### src/rtl/wisc_pkg.sv
// Shared opcode, condition-code, flag-index and FSM definitions for the WISC core.
// Used by flag_branch_unit and branch_cond_eval.
package wisc_pkg;

  localparam logic [3:0] OP_ADD    = 4'b0000;
  localparam logic [3:0] OP_SUB    = 4'b0001;
  localparam logic [3:0] OP_XOR    = 4'b0010;
  localparam logic [3:0] OP_RED    = 4'b0011;
  localparam logic [3:0] OP_SLL    = 4'b0100;
  localparam logic [3:0] OP_SRA    = 4'b0101;
  localparam logic [3:0] OP_ROR    = 4'b0110;
  localparam logic [3:0] OP_PADDSB = 4'b0111;
  localparam logic [3:0] OP_LW     = 4'b1000;
  localparam logic [3:0] OP_SW     = 4'b1001;
  localparam logic [3:0] OP_LLB    = 4'b1010;
  localparam logic [3:0] OP_LHB    = 4'b1011;
  localparam logic [3:0] OP_B      = 4'b1100;
  localparam logic [3:0] OP_BR     = 4'b1101;
  localparam logic [3:0] OP_PCS    = 4'b1110;
  localparam logic [3:0] OP_HLT    = 4'b1111;

  localparam logic [2:0] CC_NE  = 3'b000;
  localparam logic [2:0] CC_EQ  = 3'b001;
  localparam logic [2:0] CC_GT  = 3'b010;
  localparam logic [2:0] CC_LT  = 3'b011;
  localparam logic [2:0] CC_GE  = 3'b100;
  localparam logic [2:0] CC_LE  = 3'b101;
  localparam logic [2:0] CC_OV  = 3'b110;
  localparam logic [2:0] CC_UNC = 3'b111;

  localparam int FLG_Z = 2;
  localparam int FLG_V = 1;
  localparam int FLG_N = 0;

  typedef enum logic {
    RUN    = 1'b0,
    HALTED = 1'b1
  } state_e;

  // Arithmetic ops own all three flags; logical/shift ops only own Z.
  function automatic logic [2:0] flagWriteMask(input logic [3:0] opcode);
    logic [2:0] mask;
    mask = 3'b000;
    case (opcode)
      OP_ADD, OP_SUB:                 mask = 3'b111;
      OP_XOR, OP_SLL, OP_SRA, OP_ROR: mask[FLG_Z] = 1'b1;
      default:                        mask = 3'b000;
    endcase
    return mask;
  endfunction

  function automatic logic isBranchOpcode(input logic [3:0] opcode);
    return (opcode == OP_B) || (opcode == OP_BR);
  endfunction

endpackage

### src/rtl/branch_cond_eval.sv
// Combinational resolution of a 3-bit branch condition code against the Z/V/N flags.
module branch_cond_eval
  import wisc_pkg::*;
(
  input  logic [2:0] cond_i,
  input  logic [2:0] flags_i,
  output logic       taken_o
);

  logic zFlag;
  logic vFlag;
  logic nFlag;

  assign zFlag = flags_i[FLG_Z];
  assign vFlag = flags_i[FLG_V];
  assign nFlag = flags_i[FLG_N];

  always_comb begin
    taken_o = 1'b0;
    case (cond_i)
      CC_NE:   taken_o = !zFlag;
      CC_EQ:   taken_o = zFlag;
      CC_GT:   taken_o = !zFlag && !nFlag;
      CC_LT:   taken_o = nFlag;
      CC_GE:   taken_o = zFlag || (!zFlag && !nFlag);
      CC_LE:   taken_o = nFlag || zFlag;
      CC_OV:   taken_o = vFlag;
      CC_UNC:  taken_o = 1'b1;
      default: taken_o = 1'b0;
    endcase
  end

endmodule

### src/rtl/flag_branch_unit.sv
// Flag register, branch resolution and halt tracking at the ALU/PC boundary.
// Define FLAG_BYPASS_EN to let branches see same-cycle ALU flag writes.
module flag_branch_unit
  import wisc_pkg::*;
#(
  parameter int DATA_W = 16,
  parameter int IMM_W  = 9
) (
  input  logic              clk,
  input  logic              rst_n,
  input  logic              stall,
  input  logic              alu_valid,
  input  logic [3:0]        alu_opcode,
  input  logic [2:0]        alu_flag,
  input  logic              br_valid,
  input  logic [3:0]        br_opcode,
  input  logic [2:0]        br_cond,
  input  logic [IMM_W-1:0]  br_imm,
  input  logic [DATA_W-1:0] br_reg,
  input  logic [DATA_W-1:0] pc_plus2,
  input  logic              hlt_valid,
  output logic [2:0]        flag_q,
  output logic              br_done,
  output logic              br_taken,
  output logic [DATA_W-1:0] br_target,
  output logic              halted
);

  state_e            state_q;
  logic              acceptNow;
  logic [2:0]        aluMask;
  logic [2:0]        flag_d;
  logic [2:0]        evalFlags;
  logic              branchReq;
  logic              condTaken;
  logic [DATA_W-1:0] immExt;
  logic [DATA_W-1:0] bTarget;
  logic [DATA_W-1:0] takenTarget;

  assign acceptNow = !stall && (state_q == RUN);

  assign aluMask = (acceptNow && alu_valid) ? flagWriteMask(alu_opcode) : 3'b000;
  assign flag_d  = (flag_q & ~aluMask) | (alu_flag & aluMask);

`ifdef FLAG_BYPASS_EN
  assign evalFlags = flag_d;
`else
  assign evalFlags = flag_q;
`endif

  assign branchReq = br_valid && isBranchOpcode(br_opcode);

  // Immediate is a word offset; wrap-around past the top of the address space is intended.
  assign immExt      = {{(DATA_W-IMM_W){br_imm[IMM_W-1]}}, br_imm};
  assign bTarget     = pc_plus2 + (immExt << 1);
  assign takenTarget = (br_opcode == OP_BR) ? br_reg : bTarget;

  branch_cond_eval u_cond (
    .cond_i  (br_cond),
    .flags_i (evalFlags),
    .taken_o (condTaken)
  );

  assign halted = (state_q == HALTED);

  always_ff @(posedge clk or negedge rst_n) begin
    if (!rst_n) begin
      state_q   <= RUN;
      flag_q    <= 3'b000;
      br_done   <= 1'b0;
      br_taken  <= 1'b0;
      br_target <= '0;
    end else begin
      br_done <= 1'b0;
      if (acceptNow) begin
        flag_q <= flag_d;
        if (branchReq) begin
          br_done   <= 1'b1;
          br_taken  <= condTaken;
          br_target <= condTaken ? takenTarget : pc_plus2;
        end
        if (hlt_valid) begin
          state_q <= HALTED;
        end
      end
    end
  end

endmodule

### config.mk
export PLATFORM = sky130hd
export DESIGN_NAME = flag_branch_unit
export DESIGN_NICKNAME = d
export VERILOG_FILES = /design/src/rtl/wisc_pkg.sv /design/src/rtl/branch_cond_eval.sv /design/src/rtl/flag_branch_unit.sv
export SDC_FILE = /design/constraint.sdc
export NUM_CORES = 1
export LEC_CHECK = 0
export ABC_AREA = 1
export CAP_MARGIN = 20
export CORE_ASPECT_RATIO = 2
export CORE_MARGIN = 2
export CORE_UTILIZATION = 35
export DETAILED_ROUTE_END_ITERATION = 7
export PLACE_DENSITY = 0.68
export SETUP_SLACK_MARGIN = 0.05
export SLEW_MARGIN = 20
export SYNTH_ARGS = -nofsm -noshare
export SYNTH_HDL_FRONTEND = slang
export SYNTH_SLANG_ARGS = --single-unit
### constraint.sdc
create_clock -name clk -period 3.6 [get_ports clk]
set_input_delay 0.72 -clock clk [delete_from_list [all_inputs] [get_ports clk]]
set_output_delay 0.72 -clock clk [all_outputs]
set_load 0.05 [all_outputs]
== Word level (Yosys, flattened, before mapping) ==
Cells that the tools add are included.

* Bitwise logic cells: 5
* Divide/modulo/power cells: 0
* Multiplexer cells: 8
* Equal/unequal tests: 14
* Magnitude comparators: 0
* Shifts and indexed selects: 0
* Multipliers: 0
* $add $sub $neg: 1
* Reduce and logical (&&, ||, !) cells: 16

{| class="wikitable"
|+ Operator list
! operator !! count
|-
| $mux 16 || 2
|-
| $add 16x16->16 || 1
|-
| $eq 3x3->1 const B || 4
|-
| $eq 4x3->1 const B || 3
|-
| $eq 4x4->1 const B || 2
|-
| $pmux 1 s8 || 1
|-
| $and 3x3->3 || 2
|-
| $eq 3x2->1 const B || 2
|-
| $reduce_or 6->1 || 1
|-
| $eq 4x1->1 const B || 1
|-
| $eq 4x2->1 const B || 1
|-
| $logic_and 1x1->1 || 4
|-
| $logic_not 4->1 || 1
|-
| $reduce_and 2->1 || 2
|-
| $eq 3x1->1 const B || 1
|-
| $logic_not 1->1 || 3
|-
| $logic_not 3->1 || 1
|-
| $logic_or 1x1->1 || 3
|-
| $mux 1 || 3
|-
| $mux 3 || 1
|-
| $not 3->3 || 1
|-
| $or 3x3->3 || 1
|-
| $mux 2 || 1
|-
| $reduce_or 2->1 || 1
|-
| $not 1->1 || 1
|}

* Memories kept: 0
* Memory bits (writable): 0
* ROM bits: 0
* Bits in latches: 0
* Flip-flop bits (word level): 22

== Longest topological paths before layout ==
Gate-level depths: netlist of the first run.

* Word-level depth: 7
* Depth in mapped cells: 12
* Mapped depth without buffers: 12

== Cells and area by module ==
From an unflattened synthesis of the first run, not the netlist that was laid out.

* Cells, all modules: 301
* Area total of the unflattened synthesis: 2020.7 um2

{| class="wikitable"
|+ By module, submodules not included
! module !! sequential area each (um2) !! cells each !! times used !! area each (um2)
|-
| flag_branch_unit || 550.5 || 282 || 1 || 1944.4
|-
| branch_cond_eval || 0.0 || 19 || 1 || 76.3
|}

== Worst setup path before layout of the first run ==
No wires, ideal clock.

* Path kind: input to register
* From: input port br_imm[0]
* To: register br_target[9]
* Required time: 3.527 ns
* Path buffers: 0
* Library setup time: 0.073 ns
* Stages: 11
* Path slack: 1.502 ns
* Data arrival time: 2.025 ns
* Path through: ha_1 -> inv_1 -> fa_1 -> nor2_1 -> nor2_1 -> nor2_1 -> nor2_1 -> or2_1 -> nand3_1 -> nand2_1 -> a21oi_2

* Longest elaborated chain between the ends: 3

{| class="wikitable"
|+ RTL lines
! item !! line !! text
|-
| from (decl) || flag_branch_unit.sv:18 || <nowiki>input logic [IMM_W-1:0] br_imm,</nowiki>
|-
| $add 16x16->16 || flag_branch_unit.sv:55 || <nowiki>assign bTarget = pc_plus2 + (immExt << 1);</nowiki>
|-
| $mux 16 || flag_branch_unit.sv:56 || <nowiki>assign takenTarget = (br_opcode == OP_BR) ? br_reg : bTarget;</nowiki>
|-
| $mux 16 || flag_branch_unit.sv:80 || <nowiki>br_target <= condTaken ? takenTarget : pc_plus2;</nowiki>
|-
| to (signal assigned) || flag_branch_unit.sv:80 ||
|-
| to (decl) || flag_branch_unit.sv:25 || <nowiki>output logic [DATA_W-1:0] br_target,</nowiki>
|}

No other way between the ends.
A chain may end at the register's enable or synchronous reset.

== Worst setup path in the final report of the first run ==
* From: input port br_imm[8]
* To: register br_target[12]

Same word-level chain as after synthesis.

==> impl_results.md, run 1 <==
* Tcrit/Tclk final at 0.693
* Dpl cells at 520
* Clk_skew at 2.49 ps
* Area grow syn2layout at 43.1%
* Core box area at 0.00626 sq mm
* Slew headroom at 0.637
* Area leader, netlist: dfrtp_1
* Ys async rst share at 1.00
* Cts repair resizes at 0
* Worst reg-to-reg setup slack at 1980 ps
* R2R cell count at 6
* Max-cap viol count at 0
* Hold_buf cts at 0
* Worst Setup End Kind: register
* Pwr dens at 446 mW/mm^2
* DRC violations left at 0
* Share of the synthesized area in the top cell type at 0.247
* P_leak at 1.63 nW
* EDFF count, synth at 0
* Crit path DAT at 2680 ps
* Max-slew violations at 0
* Post-CTS Setup Inserts at 0
* Final setup viols at 0
* Total routed wirelength at 6300 microns
* First-pass GRT wire length at 10300 microns
* Number of global-route vias before repair at 2366
* Layout cell share with drive strength beyond 1 at 0.0822
* Cell with the most instances after synthesis: nand2_1
* Clock Latency Late Sink at 250 ps
* Reg2reg start: halted$_DFFE_PN0P_
* Longest Clk Path Bufs at 2
* Worst IR drop on VDD at 0.000203 V
* Final GP Congestion at 0.876
* Die width at 60.4 microns
* CTS Sinks at 22
* Wire per inst at 12.0 microns
* Top cells by count, synth: nand2_1 (115), inv_1 (54), nor2_1 (44)
* Die area at 0.00706 sq mm
* Min Clock Period, post-route at 2500 ps
* Worst-path clk slew at 60 ps
* Worst setup SP type: input port
* Status: completed
* DR iter-0 viols at 44
* Fmax at 0.401 GHz
* Slew of the pin with the lowest slew margin at 543 ps
* Syn Inst Count at 358
* Final hold violations at 0
* Dpl hpwl at 5260 microns
* Post-Syn Area at 0.00223 sq mm
* Top_reg_cell synth: dfrtp_1
* Syn Area/Cell at 6.23 sq um
* Syn_nets at 434
* Root buf cell: clkbuf_16
* WP data required at 3790 ps
* Synth warnings at 0
* CTS Buf Count at 3
* CTS tree: yes
* Height of the die at 117 microns
* PortBufs at 82
* Largest net degree at the start of global routing at 28
* Initial Util at 0.356
* Total GRT Usage at 0.189
* Crit Path Max Fanout at 7
* Drt first pass iters at 4
* Initial antenna violation count at 0
* Inserted Diodes at 0
* Setup TNS at 0 ps
* Total global routing overflow at 0
* Nets at 515
* Antenna Nets Post-Route at 0
* RSZ-0062 raised after global routing: false
* Seq/Total Area, Yosys at 0.247
* FF-to-FF End: br_target[4]$_DFFE_PN0P_
* Post-synth cell types at 33
* Post-DR vias/cell at 4.58
* H-tree depth at 1
* Setup WS pre-CTS at 855 ps
* Core Rows at 41
* Hold Crit Class: in -> async
* Setup CP Type: in -> reg
* I/O pins at 83
* Non-Filler Instances at 524
* Overall Power at 1.42 mW
* Top post-synthesis cells by area: dfrtp_1 (25%), nand2_1 (19%), inv_1 (9.1%)
* Register bit total from synthesis at 22
* DR vias at 2398
* Setup ws final at 1100 ps
-- logic make-up (layout without fill, tap and decap cells) --
| family | Yosys count | count (layout) | synth area share |
|---|---|---|---|
| AO/OA/AOI/OAI | 41 | 41 | 0.107 |
| buffers and inverters | 66 | 146 | 0.128 |
| adder cells (fa/ha/maj) | 15 | 15 | 0.0875 |
| AND/OR/NAND/NOR | 206 | 206 | 0.398 |
| flip-flops | 22 | 22 | 0.247 |
| multiplexers | 1 | 1 | 0.00505 |
| XOR/XNOR | 7 | 7 | 0.0275 |
-- layout make-up --
| cell class | instances | area (sq um) |
|---|---|---|
| Inverter | 59 | 226 |
| Clock buffer | 4 | 88.8 |
| Fill cell | 666 | 3070 |
| Multi-Input combinational cell | 270 | 1390 |
| Tap cell | 86 | 108 |
| Sequential cell | 22 | 551 |
| Timing Repair Buffer | 83 | 823 |
-- cell usage in the layout, fill, tap and decap left out, types with 2 or more instances in the layout --
cell and n:
clkdlybuf4s50_1 81, xnor2_1 3, nand2_1 115, nor2_2 9, nand4_1 2, nand3_1 25, nor2_1 44, ha_1 14
clkbuf_16 3, a21oi_2 7, o21ai_1 4, a21oi_1 19, dfrtp_1 22, inv_2 4, nand2_2 4, o21ai_0 8
xor2_1 4, inv_1 54
-- report_power, final --
| group | switching [mW] | internal (mW) | total (mW) |
|---|---|---|---|
| sequential | 0.0398 | 0.319 | 0.358 |
| combinational | 0.511 | 0.296 | 0.807 |
| clock | 0.0883 | 0.170 | 0.258 |
| total | 0.640 | 0.784 | 1.42 |
-- per-layer routing --
metal	wire (microns)	track usage	vias up
met4	256	0.0986	0
met1	2350	0.197	1039
met2	3390	0.360	74
met5	0	0	-
met3	302	0.0110	16
li1	-	-	1269
-- how the worst max path moves through the flow --
| stage | start | to | slack [ps] | depth (start not counted) |
|---|---|---|---|---|
| 6_report | br_imm[8] | br_target[12]$_DFFE_PN0P_ | 1100 | 10 |
| 3_5_place_dp | pc_plus2[1] | br_target[9]$_DFFE_PN0P_ | 850 | 12 |
| 4_1_cts | pc_plus2[1] | br_target[9]$_DFFE_PN0P_ | 1110 | 12 |
| 2_1_floorplan | br_imm[0] | br_target[9]$_DFFE_PN0P_ | 1500 | 11 |
| 3_3_place_gp | br_imm[8] | br_target[12]$_DFFE_PN0P_ | 870 | 10 |
| 5_1_grt | pc_plus2[1] | br_target[9]$_DFFE_PN0P_ | 900 | 12 |
-- per-stage QoR --
| stage | hold WS (ps) | instance area, sq um | util |
|---|---|---|---|
| 3_3_place_gp | 466 | 3110 | 0.496 |
| 3_5_place_dp | 477 | 3110 | 0.496 |
| 6_report | 422 | 3190 | 0.510 |
| 5_1_grt | 465 | 3190 | 0.510 |
| 4_1_cts | 491 | 3200 | 0.511 |
| 2_1_floorplan | 424 | 2230 | - |
-- critical path: stages --
cell,delay [ps]
clkdlybuf4s50_1,580
ha_1,450
nand2_1,130
nor2_1,200
nand3_1,170
nand3_1,110
nand2_1,50
nand3_1,90
nand2_1,70
a21oi_2,100
(Power assumes the default switching activity.)
==> run 2, diff against run 1 <==
- clock period: 3.6 -> 2.3 ns (I/O delays scaled with it)
==> run 2 against run 1 <==
  * Design area increased by 5.5%
  * Clock power is 58% higher
  * Power is 61% higher
  * Wire length is 6.1% higher
  * Highest routed layer unchanged
  * Worst hold slack better by 66 ps
  * First-iteration DRC count stayed put
  * Utilization increased by 2.8 points
  * Sequential power increased by 57%
  * Non-clock buffer count grew 18
  * Global-route usage is 1.3 points higher
  * Sequential share of layout area is 0.90 points lower
  * Critical endpoint is now br_target[9]$_DFFE_PN0P_
==> impl_results.md, run 2 (same netlist as run 1, synthesis figures left out) <==
* Clock Latency Late Sink at 260 ps
* Hold_buf cts at 0
* Overall Power at 2.29 mW
* WP data required at 2490 ps
* Psw at 1.03 mW
* Tcrit/Tclk final at 0.913
* Slew of the pin with the lowest slew margin at 540 ps
* Final setup viols at 0
* CTS Sinks at 22
* DR iter-0 viols at 44
* Worst-path clk slew at 60 ps
* Hold Crit Class: reg -> reg
* RSZ-0062 raised after global routing: false
* P_leak at 1.73 nW
* Setup ws final at 201 ps
* Crit path DAT at 2290 ps
* Final Instance Area at 0.00337 sq mm
* Max-cap viol count at 0
* Total routed wirelength at 6680 microns
* Commonest non-fill, non-tap cell in the layout: nand2_1
* M1 GR Usage at 0.201
* Total GRT Usage at 0.202
* Crit. Startpoint: pc_plus2[1]
* Met3 Usage GRT at 0.0121
* Setup WS pre-CTS at -157 ps
* Met2 Usage GRT at 0.407
* Layout cell share with drive strength beyond 1 at 0.125
* Clk_skew at 2.22 ps
* Die width at 60.4 microns
* Nets at 533
* Worst Setup End Kind: register
* Initial Util at 0.356
* Height of the die at 117 microns
* CTS tree: yes
* Longest Clk Path Bufs at 2
* I/O pins at 83
* Final hold violations at 0
* HP Start: br_taken$_DFFE_PN0P_
* Crit Path Max Fanout at 3
* Wire per inst at 12.3 microns
* Fillcell total at 649
* Number of global-route vias before repair at 2521
* Die area at 0.00706 sq mm
* Logic gate share of total power at 0.575
* Worst IR drop on VDD at 0.000274 V
* Root buf cell: clkbuf_16
* Core box area at 0.00626 sq mm
* Commonest non-fill, non-tap cells in the layout: nand2_1 (115), clkdlybuf4s50_1 (81), inv_1 (54)
* Pwr dens at 679 mW/mm^2
* Min Clock Period, post-route at 2100 ps
* Inserted Diodes at 0
* Largest net degree at the start of global routing at 28
* Slew headroom at 0.639
* Clk network pwr share at 0.179
* Reg power frac at 0.246
* DRC violations left at 0
* Dpl hpwl at 5460 microns
* Max-slew violations at 0
* Reg2reg start: halted$_DFFE_PN0P_
* First-pass GRT wire length at 10900 microns
* Worst setup SP type: input port
* Initial antenna violation count at 0
* CTS Buf Count at 3
* Sw frac at 0.449
* DR vias at 2480
* PortBufs at 82
* Drt first pass iters at 4
* Post-DR vias/cell at 4.58
* Grt peak-use layer: met2
* Status: completed
* Antenna Nets Post-Route at 0
* Final GP Congestion at 0.900
* Setup CP Type: in -> reg
* Internal power at 1.26 mW
* Cell Area, Placed at 0.00325 sq mm
* H-tree depth at 1
* Fmax at 0.476 GHz
* Core Rows at 41
* Area grow syn2layout at 51.0%
* Total global routing overflow at 0
==> run 2: critical path, cell delays in order <==
cell             delay, ps
clkdlybuf4s50_1        480
ha_2                   190
inv_1                   50
fa_2                   360
nor2_2                 100
nor2_1                  60
nor2_1                  90
nor2_1                  60
or2_1                  200
nand3_1                 70
nand2_1                 60
a21oi_2                100
==> run 2: worst paths after layout <==
| kind | to | cells past startpoint | slack, ps |
|---|---|---|---|
| worst min-delay path | br_taken$_DFFE_PN0P_ | 2 | 490 |
| max in group asynchronous | async pin | 2 | 1500 |
| worst max-delay path | br_target[9]$_DFFE_PN0P_ | 12 | 200 |
| min in group asynchronous | br_target[0]$_DFFE_PN0P_ | 2 | 560 |
| worst min register to register | br_taken$_DFFE_PN0P_ | 2 | 490 |
| worst max register to register | register | 4 | 740 |
==> run 2: routing by layer <==
metal | vias to the layer above | share of wire
met5 | - | 0
met4 | 0 | 0.029
met3 | 11 | 0.041
met2 | 62 | 0.57
met1 | 1103 | 0.36
li1 | 1304 | -
==> run 2: timing repair <==
item                                    CTS  global route
setup buffers                             0             1
gates resized for setup                   0             6
endpoints found under the setup margin    0             9
==> run 2: cell type report <==
| type | instances | area [sq um] | share of cell area |
|---|---|---|---|
| Clock buffer | 4 | 88.8 | 0.0264 |
| Inverter | 59 | 226 | 0.0673 |
| Multi-Input combinational cell | 270 | 1410 | 0.420 |
| Sequential cell | 22 | 551 | 0.164 |
| Tap cell | 86 | 108 | 0.0320 |
| Timing Repair Buffer | 101 | 978 | 0.291 |
==> run 2: power groups by stage <==
stage,Combinational (mW),Clock [mW],Sequential (mW)
after floorplan,0.451,0,0.961
after global placement,1.30,0,0.566
after detailed placement,1.31,0,0.573
after CTS,1.32,0.420,0.567
after global routing,1.42,0.430,0.578
final,1.31,0.408,0.563
==> run 2: stage by stage <==
step / hold slack (ps) / setup TNS (ps) / utilization / instances
finish: 488 / 0 / 0.538 / 542
global route: 535 / 0 / 0.538 / 542
CTS: 498 / 0 / 0.533 / 541
detailed placement: 483 / -1030 / 0.519 / 537
global placement: 467 / -736 / 0.519 / 537
floorplan: 164 / 0 / - / 358
